<file path="src/rtl/fpu_issue_ctrl_if.sv">
// Request/response bundle between the bus agents and fpu_issue_ctrl.
// The master drives the requests and consumes the responses; the slave is the controller.
interface fpu_issue_ctrl_if #(
    parameter int NCH = 2
);
    localparam int CW = (NCH > 1) ? $clog2(NCH) : 1;

    logic [NCH-1:0]    req_valid;
    logic [NCH-1:0]    req_ready;
    logic [3*NCH-1:0]  req_op;
    logic [2*NCH-1:0]  req_rmode;
    logic [32*NCH-1:0] req_opa;
    logic [32*NCH-1:0] req_opb;

    logic              rsp_valid;
    logic              rsp_ready;
    logic [CW-1:0]     rsp_ch;
    logic [31:0]       rsp_out;
    logic [7:0]        rsp_flags;

    modport master (
        output req_valid, req_op, req_rmode, req_opa, req_opb, rsp_ready,
        input  req_ready, rsp_valid, rsp_ch, rsp_out, rsp_flags
    );

    modport slave (
        input  req_valid, req_op, req_rmode, req_opa, req_opb, rsp_ready,
        output req_ready, rsp_valid, rsp_ch, rsp_out, rsp_flags
    );
endinterface

</file>
<file path="src/rtl/fpu_issue_ctrl.sv">
// Round-robin multi-channel issue front end for the fixed-latency fpu core, with tagged
// credit-controlled response FIFO. Define FPU_ISSUE_STATS_EN to add issue/retire/stall counters.
module fpu_issue_ctrl #(
    parameter int NCH     = 2,
    parameter int FPU_LAT = 4,
    parameter int RDEPTH  = 4
) (
    input  logic               clk,
    input  logic               rst,
    fpu_issue_ctrl_if.slave    bus,
    output logic [2:0]         fpu_op,
    output logic [1:0]         rmode,
    output logic [31:0]        opa,
    output logic [31:0]        opb,
    input  logic [31:0]        fpu_out,
    input  logic [7:0]         fpu_flags
`ifdef FPU_ISSUE_STATS_EN
    ,
    output logic [31:0]        stat_issued,
    output logic [31:0]        stat_retired,
    output logic [31:0]        stat_stall
`endif
);
    localparam int CW   = (NCH > 1) ? $clog2(NCH) : 1;
    localparam int AW   = (RDEPTH > 1) ? $clog2(RDEPTH) : 1;
    localparam int CNTW = $clog2(RDEPTH) + 1;

    typedef struct packed {
        logic [CW-1:0] ch;
        logic [31:0]   out;
        logic [7:0]    flags;
    } rsp_t;

    logic [CW-1:0]   rr_ptr;
    logic [CNTW-1:0] credit;
    logic [NCH-1:0]  grant;
    logic [CW-1:0]   win;
    logic            found;
    logic            accept;
    logic [2:0]      sel_op;
    logic [1:0]      sel_rmode;
    logic [31:0]     sel_opa;
    logic [31:0]     sel_opb;

    // NOTE: every variable written in always_comb gets a default first, so no path leaves it
    // unassigned and no latch is inferred.
    always_comb begin
        grant = '0;
        win   = '0;
        found = 1'b0;
        // Two passes: channels at/after the pointer first, then the wrapped-around ones.
        for (int j = 0; j < NCH; j++) begin
            if (!found && bus.req_valid[j] && j >= int'(rr_ptr)) begin
                grant[j] = 1'b1;
                win      = CW'(j);
                found    = 1'b1;
            end
        end
        for (int j = 0; j < NCH; j++) begin
            if (!found && bus.req_valid[j] && j < int'(rr_ptr)) begin
                grant[j] = 1'b1;
                win      = CW'(j);
                found    = 1'b1;
            end
        end
    end

    always_comb begin
        sel_op    = '0;
        sel_rmode = '0;
        sel_opa   = '0;
        sel_opb   = '0;
        for (int j = 0; j < NCH; j++) begin
            if (grant[j]) begin
                sel_op    = bus.req_op[3*j +: 3];
                sel_rmode = bus.req_rmode[2*j +: 2];
                sel_opa   = bus.req_opa[32*j +: 32];
                sel_opb   = bus.req_opb[32*j +: 32];
            end
        end
    end

    assign bus.req_ready = grant & {NCH{(credit != '0) & ~rst}};
    assign accept        = |bus.req_ready;

    logic [FPU_LAT-1:0] tag_v;
    logic [CW-1:0]      tag_ch [FPU_LAT];

    // NOTE: sequential state uses non-blocking assignments so every flop samples pre-edge values.
    always_ff @(posedge clk or posedge rst) begin
        if (rst) begin
            rr_ptr <= '0;
            fpu_op <= '0;
            rmode  <= '0;
            opa    <= '0;
            opb    <= '0;
            tag_v  <= '0;
            for (int k = 0; k < FPU_LAT; k++) tag_ch[k] <= '0;
        end else begin
            if (accept) begin
                rr_ptr <= (int'(win) == NCH - 1) ? '0 : win + 1'b1;
                fpu_op <= sel_op;
                rmode  <= sel_rmode;
                opa    <= sel_opa;
                opb    <= sel_opb;
            end
            tag_v[0]  <= accept;
            tag_ch[0] <= win;
            for (int k = 1; k < FPU_LAT; k++) begin
                tag_v[k]  <= tag_v[k-1];
                tag_ch[k] <= tag_ch[k-1];
            end
        end
    end

    rsp_t            mem [RDEPTH];
    rsp_t            head;
    rsp_t            push_d;
    logic            head_valid;
    logic            push;
    logic            pop;
    logic            full;
    logic            head_bypass;
    logic [AW-1:0]   wr_ptr;
    logic [AW-1:0]   rd_ptr;
    logic [AW-1:0]   rd_nxt;
    logic [CNTW-1:0] fcnt;
    logic [CNTW-1:0] fcnt_nxt;

    function automatic logic [AW-1:0] ptr_inc(input logic [AW-1:0] p);
        return (RDEPTH == 1) ? '0 : p + 1'b1;
    endfunction

    assign push        = tag_v[FPU_LAT-1];
    assign push_d      = {tag_ch[FPU_LAT-1], fpu_out, fpu_flags};
    assign pop         = head_valid & bus.rsp_ready;
    assign full        = (fcnt == CNTW'(RDEPTH));
    assign rd_nxt      = pop ? ptr_inc(rd_ptr) : rd_ptr;
    assign fcnt_nxt    = fcnt + CNTW'(push) - CNTW'(pop);
    // The entry being pushed becomes the next head when nothing else remains queued.
    assign head_bypass = (fcnt == CNTW'(pop));

    // NOTE: the FIFO storage has no reset; the head register and the count carry all reset state.
    always_ff @(posedge clk) begin
        if (push) mem[wr_ptr] <= push_d;
    end

    always_ff @(posedge clk or posedge rst) begin
        if (rst) begin
            wr_ptr     <= '0;
            rd_ptr     <= '0;
            fcnt       <= '0;
            head       <= '0;
            head_valid <= 1'b0;
            credit     <= CNTW'(RDEPTH);
        end else begin
            assert (!(push && full && !pop));
            if (push) wr_ptr <= ptr_inc(wr_ptr);
            rd_ptr     <= rd_nxt;
            fcnt       <= fcnt_nxt;
            head_valid <= (fcnt_nxt != '0);
            if (fcnt_nxt != '0) head <= head_bypass ? push_d : mem[rd_nxt];
            case ({accept, pop})
                2'b10:   credit <= credit - 1'b1;
                2'b01:   credit <= credit + 1'b1;
                default: credit <= credit;
            endcase
        end
    end

    assign bus.rsp_valid = head_valid;
    assign bus.rsp_ch    = head.ch;
    assign bus.rsp_out   = head.out;
    assign bus.rsp_flags = head.flags;

`ifdef FPU_ISSUE_STATS_EN
    always_ff @(posedge clk or posedge rst) begin
        if (rst) begin
            stat_issued  <= '0;
            stat_retired <= '0;
            stat_stall   <= '0;
        end else begin
            if (accept) stat_issued <= stat_issued + 1'b1;
            if (pop) stat_retired <= stat_retired + 1'b1;
            if ((|bus.req_valid) && !accept) stat_stall <= stat_stall + 1'b1;
        end
    end
`endif
endmodule

</file>
<file path="src/flat_wrapper.sv">
// flat-port wrapper written by rule: the top's interface ports become plain ports
module fpu_issue_ctrl_flat 
#(
    parameter int NCH     = 2,
    parameter int FPU_LAT = 4,
    parameter int RDEPTH  = 4
)
  (clk, rst, fpu_op, rmode, opa, opb, fpu_out, fpu_flags, bus_req_valid, bus_req_op, bus_req_rmode, bus_req_opa, bus_req_opb, bus_rsp_ready, bus_req_ready, bus_rsp_valid, bus_rsp_ch, bus_rsp_out, bus_rsp_flags);
  fpu_issue_ctrl_if #(.NCH(NCH)) bus_i ();
  input  logic clk;
  input  logic rst;
  output logic [2:0] fpu_op;
  output logic [1:0] rmode;
  output logic [31:0] opa;
  output logic [31:0] opb;
  input  logic [31:0] fpu_out;
  input  logic [7:0] fpu_flags;
  input wire logic [$bits(bus_i.req_valid)-1:0] bus_req_valid;
  input wire logic [$bits(bus_i.req_op)-1:0] bus_req_op;
  input wire logic [$bits(bus_i.req_rmode)-1:0] bus_req_rmode;
  input wire logic [$bits(bus_i.req_opa)-1:0] bus_req_opa;
  input wire logic [$bits(bus_i.req_opb)-1:0] bus_req_opb;
  input wire logic [$bits(bus_i.rsp_ready)-1:0] bus_rsp_ready;
  output wire logic [$bits(bus_i.req_ready)-1:0] bus_req_ready;
  output wire logic [$bits(bus_i.rsp_valid)-1:0] bus_rsp_valid;
  output wire logic [$bits(bus_i.rsp_ch)-1:0] bus_rsp_ch;
  output wire logic [$bits(bus_i.rsp_out)-1:0] bus_rsp_out;
  output wire logic [$bits(bus_i.rsp_flags)-1:0] bus_rsp_flags;
  assign bus_i.req_valid = bus_req_valid;
  assign bus_i.req_op = bus_req_op;
  assign bus_i.req_rmode = bus_req_rmode;
  assign bus_i.req_opa = bus_req_opa;
  assign bus_i.req_opb = bus_req_opb;
  assign bus_i.rsp_ready = bus_rsp_ready;
  assign bus_req_ready = bus_i.req_ready;
  assign bus_rsp_valid = bus_i.rsp_valid;
  assign bus_rsp_ch = bus_i.rsp_ch;
  assign bus_rsp_out = bus_i.rsp_out;
  assign bus_rsp_flags = bus_i.rsp_flags;
  fpu_issue_ctrl #(.NCH(NCH), .FPU_LAT(FPU_LAT), .RDEPTH(RDEPTH)) u_core (.clk(clk), .rst(rst), .bus(bus_i), .fpu_op(fpu_op), .rmode(rmode), .opa(opa), .opb(opb), .fpu_out(fpu_out), .fpu_flags(fpu_flags));
endmodule
</file>
<file path="config.mk">
export PLATFORM = sky130hd
export DESIGN_NAME = fpu_issue_ctrl_flat
export DESIGN_NICKNAME = d
export VERILOG_FILES = /design/src/rtl/fpu_issue_ctrl_if.sv /design/src/rtl/fpu_issue_ctrl.sv /design/src/flat_wrapper.sv
export SDC_FILE = /design/constraint.sdc
export NUM_CORES = 1
export LEC_CHECK = 0
export ABC_AREA = 1
export CAP_MARGIN = 10
export CORE_AREA = 2 2 202 204
export DETAILED_ROUTE_END_ITERATION = 10
export DIE_AREA = 0 0 204 206
export SLEW_MARGIN = 40
export SYNTH_ARGS = -nofsm -noshare
export SYNTH_HDL_FRONTEND = slang
export SYNTH_SLANG_ARGS = --single-unit
</file>
<file path="constraint.sdc">
create_clock -name clk -period 7.05 [get_ports clk]
set_input_delay 0.705 -clock clk [delete_from_list [all_inputs] [get_ports clk]]
set_output_delay 0.705 -clock clk [all_outputs]
set_load 0.03 [all_outputs]
</file>
Word-level counts from Yosys, hierarchy flattened

Memories as Yosys holds them, arrays and structs flattened.
Index checks and enable logic that the tools add are counted.

Register bits: 130
RAM bits: 164
Input bits: 183
Output and inout port bits: 113
Logic and storage cells: 64
Memories kept: 1

Add/sub/neg operators: 7
$lt $le $gt $ge: 2
Equality and inequality tests: 3
Multiplexer cells: 19
Bitwise logic cells: 4
Reduce and logical (&&, ||, !) cells: 10

Memories:

| memory     | words | bits a word | rd ports | clocked after Yosys merged registers in | write ports | line                  | source |
|---|---|---|---|---|---|---|---|
| u_core.mem | 4     | 41          | 1        | 0                                       | 1           | fpu_issue_ctrl.sv:116 | `rsp_t mem [RDEPTH];` |

Operators with widths:

| cell                  | count |
|---|---|
| $mux W32              | 4 |
| $mux W41              | 1 |
| $mux W1               | 8 |
| $mux W2               | 3 |
| $mux W3               | 2 |
| $pmux W3 S2           | 1 |
| $reduce_bool A3 Y1    | 2 |
| $add A2 B1 Y2 const B | 2 |
| $logic_and A1 B1 Y1   | 4 |
| $add A3 B1 Y3         | 1 |
| $add A3 B1 Y3 const B | 1 |
| $eq A3 B1 Y1          | 1 |
| $sub A3 B1 Y3         | 1 |
| $sub A3 B1 Y3 const B | 1 |
| $and A1 B1 Y1         | 2 |
| $and A2 B2 Y2         | 1 |
| $eq A2 B1 Y1 const B  | 1 |
| $eq A2 B2 Y1 const B  | 1 |
| $logic_not A1 Y1      | 2 |
| $reduce_bool A2 Y1    | 1 |
| $reduce_or A2 Y1      | 1 |
| $add A1 B1 Y1 const B | 1 |
| $ge A1 B1 Y1 const A  | 1 |
| $lt A1 B1 Y1 const A  | 1 |
| $not A1 Y1            | 1 |

Depth between registers and ports, before layout

Word-level depth: 14
Gate-level depth with buffers: 13
Depth with buffers taken out: 12

Worst setup path after synthesis

OpenSTA, ideal clock, no wires.

Path kind: input to register
From: input port bus_req_valid[0]
To: register u_core.credit[1]
Library setup time: 125 ps
Data arrival time: 2439 ps
Required time: 6925 ps
Path slack: 4486 ps
Stages: 10
Path buffers: 2
Path through: buf_2 -> a21boi_2 -> nand2_1 -> nand2_2 -> inv_2 -> buf_2 -> ha_1 -> inv_1 -> fa_1 -> mux2_2

Word-level cells in the longest chain between the ends: 13

Ends and longest elaborated chain:

| element                                           | line                  | source |
|---|---|---|
| start, declared                                   | flat_wrapper.sv:18    | `input wire logic [$bits(bus_i.req_valid)-1:0] bus_req_valid;` |
| $logic_and A1 B1 Y1                               | fpu_issue_ctrl.sv:53  | `if (!found && bus.req_valid[j] && j >= int'(rr_ptr)) begin` |
| $mux W1                                           | fpu_issue_ctrl.sv:53  |  |
| $logic_not A1 Y1                                  | fpu_issue_ctrl.sv:53  |  |
| $logic_and A1 B1 Y1                               | fpu_issue_ctrl.sv:53  |  |
| $mux W1                                           | fpu_issue_ctrl.sv:53  |  |
| $logic_not A1 Y1                                  | fpu_issue_ctrl.sv:60  | `if (!found && bus.req_valid[j] && j < int'(rr_ptr)) begin` |
| $logic_and A1 B1 Y1 (2 in a row)                  | fpu_issue_ctrl.sv:60  |  |
| $mux W1                                           | fpu_issue_ctrl.sv:60  |  |
| $and A2 B2 Y2 *                                   | fpu_issue_ctrl.sv:83  | `assign bus.req_ready = grant & {NCH{(credit != '0) & ~rst}};` |
| $reduce_or A2 Y1 *                                | fpu_issue_ctrl.sv:84  | `assign accept = \|bus.req_ready;` |
| $eq A2 B1 Y1 or $eq A2 B2 Y1 (tied branches)      | fpu_issue_ctrl.sv:163 | `case ({accept, pop})` |
| $pmux W3 S2 or $reduce_bool A2 Y1 (tied branches) | --                    |  |
| end signal, assigned                              | fpu_issue_ctrl.sv:164 | `2'b10: credit <= credit - 1'b1;` |
| end signal, assigned                              | fpu_issue_ctrl.sv:165 | `2'b01: credit <= credit + 1'b1;` |
| end signal, assigned                              | fpu_issue_ctrl.sv:166 | `default: credit <= credit;` |
| end, declared                                     | fpu_issue_ctrl.sv:35  | `logic [CNTW-1:0] credit;` |

Every way passes the cells marked *; elsewhere a longest branch is shown, timed or not.
A chain may end at the register's enable or synchronous reset.

Final worst setup path

From: input port bus_rsp_ready
To: register u_core.head (netlist bit u_core.bus.rsp_out[26])

RTL lines:

| element                | line                  | source |
|---|---|---|
| start, declared        | flat_wrapper.sv:23    | `input wire logic [$bits(bus_i.rsp_ready)-1:0] bus_rsp_ready;` |
| $and A1 B1 Y1          | fpu_issue_ctrl.sv:136 | `assign pop = head_valid & bus.rsp_ready;` |
| $sub A3 B1 Y3          | fpu_issue_ctrl.sv:139 | `assign fcnt_nxt = fcnt + CNTW'(push) - CNTW'(pop);` |
| net u_core.fcnt_nxt[1] | fpu_issue_ctrl.sv:128 | `logic [CNTW-1:0] fcnt_nxt;` |
| $reduce_bool A3 Y1     | fpu_issue_ctrl.sv:162 | `if (fcnt_nxt != '0) head <= head_bypass ? push_d : mem[rd_nxt];` |
| end signal, assigned   | fpu_issue_ctrl.sv:162 |  |
| end, declared          | fpu_issue_ctrl.sv:117 | `rsp_t head;` |

The timed path passes the listed nets, and every way through them passes these cells.

==> metrics.md <==
| Metric | Value |
|---|---|
| Area Overhead vs Synth | 32.0% |
| Net Sw Frac | 0.426 |
| RSZ-0062 raised after global routing | false |
| Worst path cell trace | clkdlybuf4s50_1 -> nand2_1 -> inv_1 -> ha_1 -> inv_1 -> ha_1 -> fa_1 -> nor2_1 -> nand3_2 -> inv_4 -> nand2_1 -> nand2_1 |
| # resized after CTS | 0 |
| Row count | 74 |
| Final cell count without fillers | 2,382 |
| Power share of the combinational group | 0.468 |
| Sw power | 3.46 mW |
| DR WL/cell | 16.8 um |
| # Post-CTS Setup Buffers | 0 |
| Die Width | 204 um |
| Final #Nets | 2,019 |
| # diodes | 0 |
| Clock network power share | 0.207 |
| CTS tree | built |
| Die Y | 206 um |
| Initial antenna violation count | 2 |
| Max-cap viol count | 0 |
| Count of cell types in the netlist | 27 |
| Total grt overflow | 0 |
| Placed insts | 2,323 |
| Main synth FF type | edfxtp_1 |
| Synth warn | 0 |
| Final hold viol count | 0 |
| Power Total | 8.13 mW |
| Slowest-stage cell, CP | inv_4 |
| Synth top cells by count | nand2_1, nand3_1, inv_1 |
| Top-count cell post-synth | nand2_1 |
| Fin crit share | 0.478 |
| Pin count of the biggest net entering global routing | 83 |
| Top-area cell type share of the netlist area | 0.357 |
| Iter 0 DRT Violations | 427 |
| Worst path most repeated cell | nand2_1 |
| Worst Hold Depth | 0 |
| Port bufs | 295 |
| VDD IR max | 191 uV |
| Clock sinks | 294 |
| CTS Hold Buffers Added | 0 |
| Crit path launch | bus_rsp_ready |
| Register area share after synthesis | 0.592 |
| Area leader, netlist | edfxtp_1 |
| Kind of critical path | in -> reg |
| Worst reg2reg path depth | 11 |
| RR Startpoint | u_core.bus.rsp_valid$_DFF_PP0_ |
| Reg2reg setup slack | 3870 ps |
| Clock period minus worst slack | 3370 ps |
| Hold_sp | u_core.tag_v[2]$_DFF_PP0_ |
| Drc violations | 0 |
| Total CTS buffers | 34 |
| Post-DRT Antenna Nets | 0 |
| Internal | 4.67 mW |
| Startpoint class of the critical path | input pin |
| Register bit total from synthesis | 294 |
| Drt first pass iters | 5 |
| Setup ws final | 3680 ps |
| Worst Hold End | u_core.tag_v[3]$_DFF_PP0_ |
| Status | finished, final reports clean |
| Sequential power share | 0.325 |
| FMAX | 296 MHz |
| Crit-path max FO | 41 |
| I/O Pins | 296 |
| Placement Setup Slack | 3120 ps |
| WP data required | 7500 ps |
| Max Buffers Root-to-Sink | 3 |
| Initial Utilization | 0.344 |
| DIE AREA | 0.0420 mm^2 |
| Setup TNS | 0 ps |
| Global-route wire length before repair | 62,000 um |
| Cell Area, Synth | 0.0138 mm^2 |
| Crit. End Element | flip-flop |
| Final clock skew | 20.5 ps |
| Avg Cell Area, Syn | 8.77 um^2 |
| EDFF count, synth | 164 |
| H-tree depth | 2 |
| Crit path DAT | 3820 ps |
| Root buf cell | clkbuf_16 |
| Layout cells sized above 1 | 0.0470 |
| Least-Margin Pin Slew | 812 ps |
| Max incr delay on CP | 590 ps |
| LEAKAGE | 8.58 nW |
| Asr flop ratio synth | 0.442 |
| Total track usage | 0.191 |
| Vias in the first global route | 11,000 |
| Slew margin rel. | 0.458 |
| Drt via density | 4.67 |
| Post-DP HPWL | 24,900 um |
| Mapped Nets | 1,767 |
| Synth area leaders | edfxtp_1, dfrtp_1, nand2_1 |
| Setup violation total in the final timing report | 0 |
| Vias | 11,100 |
| FF-to-FF End | u_core.bus.rsp_out[26]$_DFFE_PP0P_ |
| Worst min path class | reg -> reg |
| Power Dens Cells | 446 mW/mm^2 |
| Max Transition Viols Final | 0 |
| Gpl congestion | 0.852 |
| Skew-Pair Late Insertion Delay | 520 ps |
| Syn Inst Count | 1,575 |
| Placeable Area | 0.0402 mm^2 |
| Clock transition at path regs | 60 ps |
| WHS | 346 ps |
| Total Routed Length | 40,000 um |
-- worst max-delay path by stage --
| stage | endpoint | slack [ps] | cells past startpoint |
|---|---|---|---|
| floorplan | u_core.bus.rsp_ch$_DFFE_PP0P_ | 2880 | 1 |
| CTS | u_core.bus.rsp_out[26]$_DFFE_PP0P_ | 3670 | 12 |
| global placement | u_core.bus.rsp_out[15]$_DFFE_PP0P_ | 2970 | 12 |
| global route | u_core.bus.rsp_out[16]$_DFFE_PP0P_ | 3410 | 12 |
| detailed placement | u_core.bus.rsp_out[26]$_DFFE_PP0P_ | 3120 | 12 |
| finish | u_core.bus.rsp_out[26]$_DFFE_PP0P_ | 3680 | 12 |
-- state kept, by name, summed over array words and instances, names as in the netlist, 4 cells and up --
register	flops
u_core.opa	32
u_core.bus.rsp_out	32
u_core.bus.rsp_flags	8
u_core.mem	164
u_core.tag_v	4
u_core.opb	32
-- power groups by stage --
stage	Clock (mW)	Combinational (mW)	Sequential (mW)
final	1.68	3.80	2.64
after CTS	1.73	3.86	2.65
after floorplan	0	1.80	3.25
after global routing	1.79	4.21	2.70
after global placement	0	3.79	2.67
after detailed placement	0	3.86	2.67
-- area by class of cell --
cell class	count	area (um^2)
Fill cell	3915	22000
Timing Repair Buffer	313	3120
Multi-Input combinational cell	956	4350
Tap cell	532	666
Clock buffer	54	1030
Clock inverter	5	27.5
Inverter	228	863
Sequential cell	294	8180
-- metal layers --
layer / global-route usage / share of wire / vias to the layer above
met4: 0.0681 / 0.030 / 4
met2: 0.324 / 0.48 / 362
met1: 0.239 / 0.42 / 5181
met3: 0.0446 / 0.071 / 72
met5: 0 / 0.00068 / -
li1: - / - / 5497
-- layout by cell type, fill, tap and decap left out, types with 4 or more instances in the layout --
master / count
nand3b_1: 41
edfxtp_1: 164
nand3_1: 235
nand4_1: 42
clkbuf_1: 12
clkbuf_16: 36
ha_1: 7
inv_2: 5
nand2_1: 603
clkbuf_8: 6
buf_4: 14
nand2_2: 4
inv_1: 221
clkdlybuf4s50_1: 294
dfrtp_1: 129
-- logic make-up (layout without fill, tap and decap cells) --
| family | after synthesis | in the layout | share of synthesized area |
|---|---|---|---|
| mux | 1 | 1 | 0.000815 |
| simple gates | 936 | 936 | 0.296 |
| flops | 294 | 294 | 0.592 |
| xor+xnor | 3 | 3 | 0.00190 |
| fa+ha+maj | 9 | 9 | 0.00924 |
| compound gates | 7 | 7 | 0.00317 |
| buf+inv | 325 | 600 | 0.0962 |
-- worst max-delay path, delay by kind of cell --
| family | cells | cell delay [ps] |
|---|---|---|
| adder cells (fa/ha/maj) | 3 | 950 |
| buffers and inverters | 4 | 1210 |
| AND/OR/NAND/NOR | 5 | 940 |
-- stage by stage --
stage,instance area (um^2),util
floorplan,13800,-
global placement,17100,0.426
detailed placement,17200,0.427
CTS,18200,0.454
finish,18200,0.454
global route,18200,0.454
Note: power is estimated with default switching activity, not from simulation.
